===== src/rtl/pixel_array_controller_if.sv =====
// Control/readout bundle between the pixel array sequencer (master) and its
// pixel array / frame collector (slave).
interface pixel_array_controller_if #(
  parameter int PIXEL_BITS = 8,
  parameter int ROWS       = 2
);
  localparam int RW = (ROWS > 1) ? $clog2(ROWS) : 1;

  logic                  START;
  logic                  ROW_READY;
  logic                  ERASE;
  logic                  EXPOSE;
  logic                  CONVERT;
  logic [PIXEL_BITS-1:0] DIGITAL_RAMP;
  logic [ROWS-1:0]       READ_ROW;
  logic                  ROW_VALID;
  logic [RW-1:0]         ROW_INDEX;
  logic                  BUSY;
  logic                  FRAME_DONE;

  modport master (
    input  START, ROW_READY,
    output ERASE, EXPOSE, CONVERT, DIGITAL_RAMP, READ_ROW, ROW_VALID,
           ROW_INDEX, BUSY, FRAME_DONE
  );

  modport slave (
    output START, ROW_READY,
    input  ERASE, EXPOSE, CONVERT, DIGITAL_RAMP, READ_ROW, ROW_VALID,
           ROW_INDEX, BUSY, FRAME_DONE
  );
endinterface


===== src/rtl/pixel_array_controller.sv =====
// Frame sequencer for the pixel array: erase, expose, ramp conversion, then a
// valid/ready row readout. Every output is a register loaded from next-state.
module pixel_array_controller #(
  parameter int PIXEL_BITS    = 8,
  parameter int ROWS          = 2,
  parameter int ERASE_CYCLES  = 5,
  parameter int EXPOSE_CYCLES = 255
) (
  input  logic                       CLK,
  input  logic                       RESET_N,
  pixel_array_controller_if.master   bus
);
  localparam int RAMP_CYCLES = 1 << PIXEL_BITS;
  localparam int MAXEX = (ERASE_CYCLES > EXPOSE_CYCLES) ? ERASE_CYCLES : EXPOSE_CYCLES;
  localparam int MAXC  = (MAXEX > RAMP_CYCLES) ? MAXEX : RAMP_CYCLES;
  localparam int CW    = $clog2(MAXC);
  localparam int RW    = (ROWS > 1) ? $clog2(ROWS) : 1;

  typedef enum logic [2:0] {
    S_IDLE, S_ERASE, S_EXPOSE, S_CONVERT, S_READ, S_DONE
  } state_e;

  state_e                state_q, state_d;
  logic [CW-1:0]         cnt_q, cnt_d;
  logic [RW-1:0]         row_q, row_d;
  logic                  xfer;

  logic                  erase_q, erase_d;
  logic                  expose_q, expose_d;
  logic                  convert_q, convert_d;
  logic [PIXEL_BITS-1:0] ramp_q, ramp_d;
  logic [ROWS-1:0]       read_row_q, read_row_d;
  logic                  valid_q, valid_d;
  logic                  busy_q, busy_d;
  logic                  done_q, done_d;

  assign xfer = (state_q == S_READ) && valid_q && bus.ROW_READY;

  always_ff @(posedge CLK or negedge RESET_N) begin
    if (!RESET_N) begin
      state_q    <= S_IDLE;
      cnt_q      <= '0;
      row_q      <= '0;
      erase_q    <= 1'b0;
      expose_q   <= 1'b0;
      convert_q  <= 1'b0;
      ramp_q     <= '0;
      read_row_q <= '0;
      valid_q    <= 1'b0;
      busy_q     <= 1'b0;
      done_q     <= 1'b0;
    end else begin
      state_q    <= state_d;
      cnt_q      <= cnt_d;
      row_q      <= row_d;
      erase_q    <= erase_d;
      expose_q   <= expose_d;
      convert_q  <= convert_d;
      ramp_q     <= ramp_d;
      read_row_q <= read_row_d;
      valid_q    <= valid_d;
      busy_q     <= busy_d;
      done_q     <= done_d;
    end
  end

  always_comb begin
    state_d = state_q;
    case (state_q)
      S_IDLE:    if (bus.START) state_d = S_ERASE;
      S_ERASE:   if (cnt_q == CW'(ERASE_CYCLES - 1))  state_d = S_EXPOSE;
      S_EXPOSE:  if (cnt_q == CW'(EXPOSE_CYCLES - 1)) state_d = S_CONVERT;
      S_CONVERT: if (cnt_q == CW'(RAMP_CYCLES - 1))   state_d = S_READ;
      S_READ:    if (xfer && row_q == RW'(ROWS - 1))  state_d = S_DONE;
      S_DONE:    state_d = S_IDLE;
      default:   state_d = S_IDLE;
    endcase
  end

  // Phase counter restarts on every state entry; row counter only returns to
  // zero once the frame leaves READ.
  always_comb begin
    cnt_d = (state_d != state_q) ? '0 : cnt_q + 1'b1;
    if (state_d == S_IDLE || state_d == S_READ || state_d == S_DONE) cnt_d = '0;
    row_d = row_q;
    if (state_d != S_READ)             row_d = '0;
    else if (xfer)                     row_d = row_q + 1'b1;
  end

  always_comb begin
    erase_d    = (state_d == S_ERASE);
    expose_d   = (state_d == S_EXPOSE);
    convert_d  = (state_d == S_CONVERT);
    valid_d    = (state_d == S_READ);
    busy_d     = (state_d != S_IDLE);
    done_d     = (state_d == S_DONE);
    ramp_d     = '0;
    read_row_d = '0;
    if (state_d == S_CONVERT) ramp_d = cnt_d[PIXEL_BITS-1:0];
    // Full-scale code held through readout so untripped comparators read max.
    if (state_d == S_READ) begin
      ramp_d     = '1;
      read_row_d = ROWS'(1) << row_d;
    end
  end

  assign bus.ERASE        = erase_q;
  assign bus.EXPOSE       = expose_q;
  assign bus.CONVERT      = convert_q;
  assign bus.DIGITAL_RAMP = ramp_q;
  assign bus.READ_ROW     = read_row_q;
  assign bus.ROW_VALID    = valid_q;
  assign bus.ROW_INDEX    = row_q;
  assign bus.BUSY         = busy_q;
  assign bus.FRAME_DONE   = done_q;
endmodule


===== src/flat_wrapper.sv =====
// flat-port wrapper written by rule: the top's interface ports become plain ports
module pixel_array_controller_flat 
#(
  parameter int PIXEL_BITS    = 8,
  parameter int ROWS          = 2,
  parameter int ERASE_CYCLES  = 5,
  parameter int EXPOSE_CYCLES = 255
)
  (CLK, RESET_N, bus_START, bus_ROW_READY, bus_ERASE, bus_EXPOSE, bus_CONVERT, bus_DIGITAL_RAMP, bus_READ_ROW, bus_ROW_VALID, bus_ROW_INDEX, bus_BUSY, bus_FRAME_DONE);
  pixel_array_controller_if #(.PIXEL_BITS(PIXEL_BITS), .ROWS(ROWS)) bus_i ();
  input  logic CLK;
  input  logic RESET_N;
  input wire logic [$bits(bus_i.START)-1:0] bus_START;
  input wire logic [$bits(bus_i.ROW_READY)-1:0] bus_ROW_READY;
  output wire logic [$bits(bus_i.ERASE)-1:0] bus_ERASE;
  output wire logic [$bits(bus_i.EXPOSE)-1:0] bus_EXPOSE;
  output wire logic [$bits(bus_i.CONVERT)-1:0] bus_CONVERT;
  output wire logic [$bits(bus_i.DIGITAL_RAMP)-1:0] bus_DIGITAL_RAMP;
  output wire logic [$bits(bus_i.READ_ROW)-1:0] bus_READ_ROW;
  output wire logic [$bits(bus_i.ROW_VALID)-1:0] bus_ROW_VALID;
  output wire logic [$bits(bus_i.ROW_INDEX)-1:0] bus_ROW_INDEX;
  output wire logic [$bits(bus_i.BUSY)-1:0] bus_BUSY;
  output wire logic [$bits(bus_i.FRAME_DONE)-1:0] bus_FRAME_DONE;
  assign bus_i.START = bus_START;
  assign bus_i.ROW_READY = bus_ROW_READY;
  assign bus_ERASE = bus_i.ERASE;
  assign bus_EXPOSE = bus_i.EXPOSE;
  assign bus_CONVERT = bus_i.CONVERT;
  assign bus_DIGITAL_RAMP = bus_i.DIGITAL_RAMP;
  assign bus_READ_ROW = bus_i.READ_ROW;
  assign bus_ROW_VALID = bus_i.ROW_VALID;
  assign bus_ROW_INDEX = bus_i.ROW_INDEX;
  assign bus_BUSY = bus_i.BUSY;
  assign bus_FRAME_DONE = bus_i.FRAME_DONE;
  pixel_array_controller #(.PIXEL_BITS(PIXEL_BITS), .ROWS(ROWS), .ERASE_CYCLES(ERASE_CYCLES), .EXPOSE_CYCLES(EXPOSE_CYCLES)) u_core (.CLK(CLK), .RESET_N(RESET_N), .bus(bus_i));
endmodule

===== config.mk =====
export PLATFORM = sky130hd
export DESIGN_NAME = pixel_array_controller_flat
export DESIGN_NICKNAME = d
export VERILOG_FILES = /design/src/rtl/pixel_array_controller_if.sv /design/src/rtl/pixel_array_controller.sv /design/src/flat_wrapper.sv
export SDC_FILE = /design/constraint.sdc
export NUM_CORES = 1
export LEC_CHECK = 0
export ABC_AREA = 1
export BUFFER_PORTS_ARGS = -buffer_cell sky130_fd_sc_hd__clkbuf_2
export CORE_MARGIN = 2
export CORE_UTILIZATION = 49
export DETAILED_ROUTE_END_ITERATION = 10
export PLACE_DENSITY = 0.71
export SLEW_MARGIN = 0
export SYNTH_ARGS = -nofsm -noshare
export SYNTH_HDL_FRONTEND = slang
export SYNTH_SLANG_ARGS = --single-unit

===== constraint.sdc =====
create_clock -name CLK -period 1.7 [get_ports CLK]
set_clock_uncertainty 0.1 [all_clocks]
set_input_delay 0 -clock CLK [delete_from_list [all_inputs] [get_ports CLK]]
set_output_delay 0 -clock CLK [all_outputs]
set_load 0.1 [all_outputs]

==> reports/qor.csv <==
stage,metric,value,unit
place,DP HPWL,2.077,mm
power_and_ir_drop,Static Leak,0.0009246,uW
power_and_ir_drop,Gate power share,1.8,%
hold_path,Tightest Hold Check Type,input pin to async pin,
worst_setup_path,Worst Setup Start Kind,register,
worst_setup_path,arrival time worst endpoint,2.11,ns
sta,Tmin final,1.939,ns
sta,max-slew violation count,0,
logic_synthesis,synthesis warning total,0,
route,DRC Markers,0,
route,top routing layer in use,met4,
power_and_ir_drop,Sw Ratio,21.28,%
final_layout,Antenna Cells,0,
global_route,first-pass GRT wire length,4.843,mm
clocking,CTS Sinks,27,
sta,Slew Limit Headroom,56.99,%
power_and_ir_drop,sw power,199.6,uW
final_layout,fin nets,206,
global_route,GRT Overall Usage,19.07,%
clocking,"CTS clk-pin slew, worst paths",0.14,ns
global_route,vias in the first global route,1094,
power_and_ir_drop,Peak VDD IR,0.0006308,V
job,max-cap violation count,0,
clocking,H-tree depth,1,
worst_setup_path,"Cell Chain, Critical Path",nor2_2 -> nand2_1 -> nor2_1 -> ha_2 -> inv_2 -> nand2_2 -> o211ai_1 -> nand2_1 -> nor2_4 -> a21oi_2 -> buf_6 -> nand3_1 -> nand2_1,
run_status,run status,finished with violations,
logic_synthesis,post-synth cell types,25,
sta,Worst-Margin Slew,0.6452,ns
power_and_ir_drop,Power Internal,738.3,uW
worst_setup_path,CP max stage cell,dfrtp_1,
place,placed cell count,216,
power_and_ir_drop,Pwr Density,524.5,mW/mm2
logic_synthesis,ranking of synthesized cells by area,"dfrtp_1 (51%), nor2_1 (9.3%), nand2_1 (6.8%)",
run_status,violated checks,negative setup slack,
place,PortBufs,20,
sta,post-route clock period utilization,114.0,%
power_and_ir_drop,Flop pwr share,68.5,%
floorplanning,Initial Util,52.58,%
route,met1 WL,1.360,mm
global_route,pin count of the biggest net entering global routing,28,
logic_synthesis,synthesized netlist cell count,150,
logic_synthesis,Synth top area share,50.94,%
final_layout,share of layout cells above drive strength 1,44.16,%
logic_synthesis,"flops & latches, synth",27,
route,via count,1124,
clocking,clk root buf,clkbuf_4,
clocking,CTS tree,yes,
floorplanning,die area,0.003139,mm2
floorplanning,DIE HEIGHT,56.03,um
route,drt pass-1 iters,4,
place,"Cell Area, Placed",0.001594,mm2
sta,Achievable Freq,515.8,MHz
global_route,total gr overflow,0,
final_layout,Final Cell Area,0.001788,mm2
worst_setup_path,Worst setup EP type,register,
logic_synthesis,register area share after synthesis,50.94,%
sta,Final Hold Viols,0,
route,Routed Antenna Nets,0,
floorplanning,I/O pins,21,
clocking,CTS max path bufs,2,
sta,Final setup violation count,24,
worst_setup_path,critical path's most frequent cell,nand2_1,
worst_setup_path,Critical Path RT,1.87,ns
clocking,worst skew pair latency,0.33,ns
final_layout,Non-Filler Instances,227,
logic_synthesis,Avg Inst Size Synth,8.842,um2
floorplanning,core footprint,0.002522,mm2
floorplanning,Horiz. Die Dim,56.03,um
clocking,CTS Buf Count,3,
global_route,antenna violations before repair,0,
logic_synthesis,mapped cell area,0.001326,mm2
logic_synthesis,Syn Nets,158,
route,DR vias/cell,4.952,
sta,unrepaired setup endpoints after global routing,true,
sta,Final WS setup,-0.2386,ns
final_layout,area delta synth->final,34.81,%
route,Met2 Wirelength,1.600,mm
sta,hold slack,0.09776,ns
route,Iter 0 DRT Violations,26,
worst_setup_path,worst setup path class,register to register,
logic_synthesis,leading area contributor after synthesis,dfrtp_1,
worst_setup_path,crit-path max FO,8,
power_and_ir_drop,clock group share of total power,29.7,%
floorplanning,Core Rows,18,
worst_setup_path,CP max stage delay,0.43,ns
route,final WL,3.076,mm
route,Routed met3 length,73,um
place,Final Wtd Congestion,0.9249,
route,routed len/inst,13.55,um
## cell usage after synthesis, drive strengths merged
library cell,number
xnor2,2
dfrtp,27
nand2,28
ha,4
nor3,2
a21oi,2
nand4,1
xor2,4
buf,2
o211ai,1
nor2,38
o21ai,4
nand3,16
inv,19
## flip-flops by register name, summed over array words and instances, names as in the netlist
name	cells
u_core.bus.ROW_VALID	1
u_core.bus.EXPOSE	1
u_core.state_q	3
u_core.bus.BUSY	1
u_core.bus.READ_ROW	2
u_core.cnt_q	8
u_core.bus.ERASE	1
u_core.bus.FRAME_DONE	1
u_core.bus.CONVERT	1
u_core.bus.DIGITAL_RAMP	8
## critical path, delay by kind of cell (launching register included)
family | cells | cell delay, ns
AND/OR/NAND/NOR | 8 | 0.74
flip-flops | 1 | 0.43
AO/OA/AOI/OAI | 2 | 0.24
adder cells (fa/ha/maj) | 1 | 0.19
buffers and inverters | 2 | 0.19
## through the flow
step / utilization [%] / total power [uW] / setup slack [ns] / setup TNS [ns]
3_3_place_gp: 63.19 / 669.5 / -0.08201 / -1.161
6_report: 70.88 / 937.8 / -0.2386 / -4.378
5_1_grt: 70.88 / 974.9 / -0.3147 / -6.209
4_1_cts: 66.02 / 929.6 / -0.1393 / -2.427
2_1_floorplan: - / 654.6 / -0.1738 / -2.626
3_5_place_dp: 63.19 / 669.9 / -0.1766 / -2.761
## cells in the final DEF, fill, tap and decap left out
master / synthesis / final
inv_2: 4 / 5
nand2_4: 1 / 2
inv_6: 0 / 1
a21oi_2: 1 / 1
ha_1: 4 / 1
dfrtp_1: 27 / 25
dlygate4sd3_1: 0 / 1
o21ai_0: 1 / 1
nor3_4: 1 / 2
nand3_1: 15 / 12
nand3_2: 1 / 3
nand3_4: 0 / 1
buf_6: 1 / 6
xnor2_1: 2 / 2
nor2_1: 33 / 30
a21oi_1: 1 / 1
nand2_8: 0 / 1
clkbuf_4: 0 / 3
nand2_1: 24 / 18
nand4_4: 0 / 1
buf_4: 1 / 17
inv_1: 15 / 13
o21ai_2: 2 / 3
dfrtp_4: 0 / 1
ha_2: 0 / 3
nand2_2: 3 / 8
xor2_1: 4 / 4
nor2_4: 3 / 3
clkbuf_1: 0 / 1
dfrtp_2: 0 / 1
o211ai_1: 1 / 1
nor2_2: 2 / 5
clkbuf_2: 0 / 20
## metal layers
metal,track usage (%),vias to the layer above
met1,26.62,542
met3,1.860,5
met4,5.442,0
met5,0,-
li1,-,557
met2,31.60,20
## path summary, 6_finish.rpt
kind | from | endpoint | slack [ns] | depth (start not counted)
max | u_core.state_q[1]$_DFF_PN0_ | u_core.bus.DIGITAL_RAMP[1]$_DFF_PN0_ | -0.24 | 13
min | RESET_N | u_core.bus.DIGITAL_RAMP[5]$_DFF_PN0_ | 0.1 | 2
max reg2reg | u_core.state_q[1]$_DFF_PN0_ | u_core.bus.DIGITAL_RAMP[1]$_DFF_PN0_ | -0.24 | 13
min reg2reg | u_core.cnt_q[7]$_DFF_PN0_ | u_core.cnt_q[7]$_DFF_PN0_ | 0.54 | 2
max in group asynchronous | RESET_N | u_core.bus.ROW_VALID$_DFF_PN0_ | 0.93 | 2
min in group CLK | bus_ROW_READY | u_core.bus.READ_ROW[0]$_DFF_PN0_ | 0.10 | 5
## cells by family (layout without fill, tap and decap cells)
group / after synthesis / after routing / synth area share (%)
buffers and inverters: 21 / 67 / 6.792
AOI/OAI and AO/OA: 7 / 7 / 3.679
xor gates and xnor gates: 6 / 6 / 3.962
adders and majority gates: 4 / 4 / 3.774
DFF: 27 / 27 / 50.94
and+or+nand+nor: 85 / 86 / 30.85
## final cells by class
class / count / area [um2]
Multi-Input combinational cell: 103 / 661.9
Tap cell: 30 / 37.54
Clock buffer: 4 / 26.28
Timing Repair Buffer: 44 / 305.3
Inverter: 19 / 76.32
Sequential cell: 27 / 680.7
Fill cell: 172 / 734.5
## power groups by stage
stage	Sequential (uW)	Clock, uW	Combinational [uW]
final	642	279	16.7
after global routing	643	313	19.8
after CTS	642	270	17.2
after detailed placement	654	0	15.4
after global placement	654	0	15.0
after floorplan	655	0	0.000438
## repair_timing
item / 4_1_cts / 5_1_grt
gates cloned: 1 / 0
hold buffers: 1 / 0
setup endpoints to repair: 23 / 24
pin swaps: 3 / 7
buffers inserted: 1 / 4
endpoints found under the hold margin: 27 / 0
resized for setup: 7 / 22
Power figures use the tool's default switching activity.
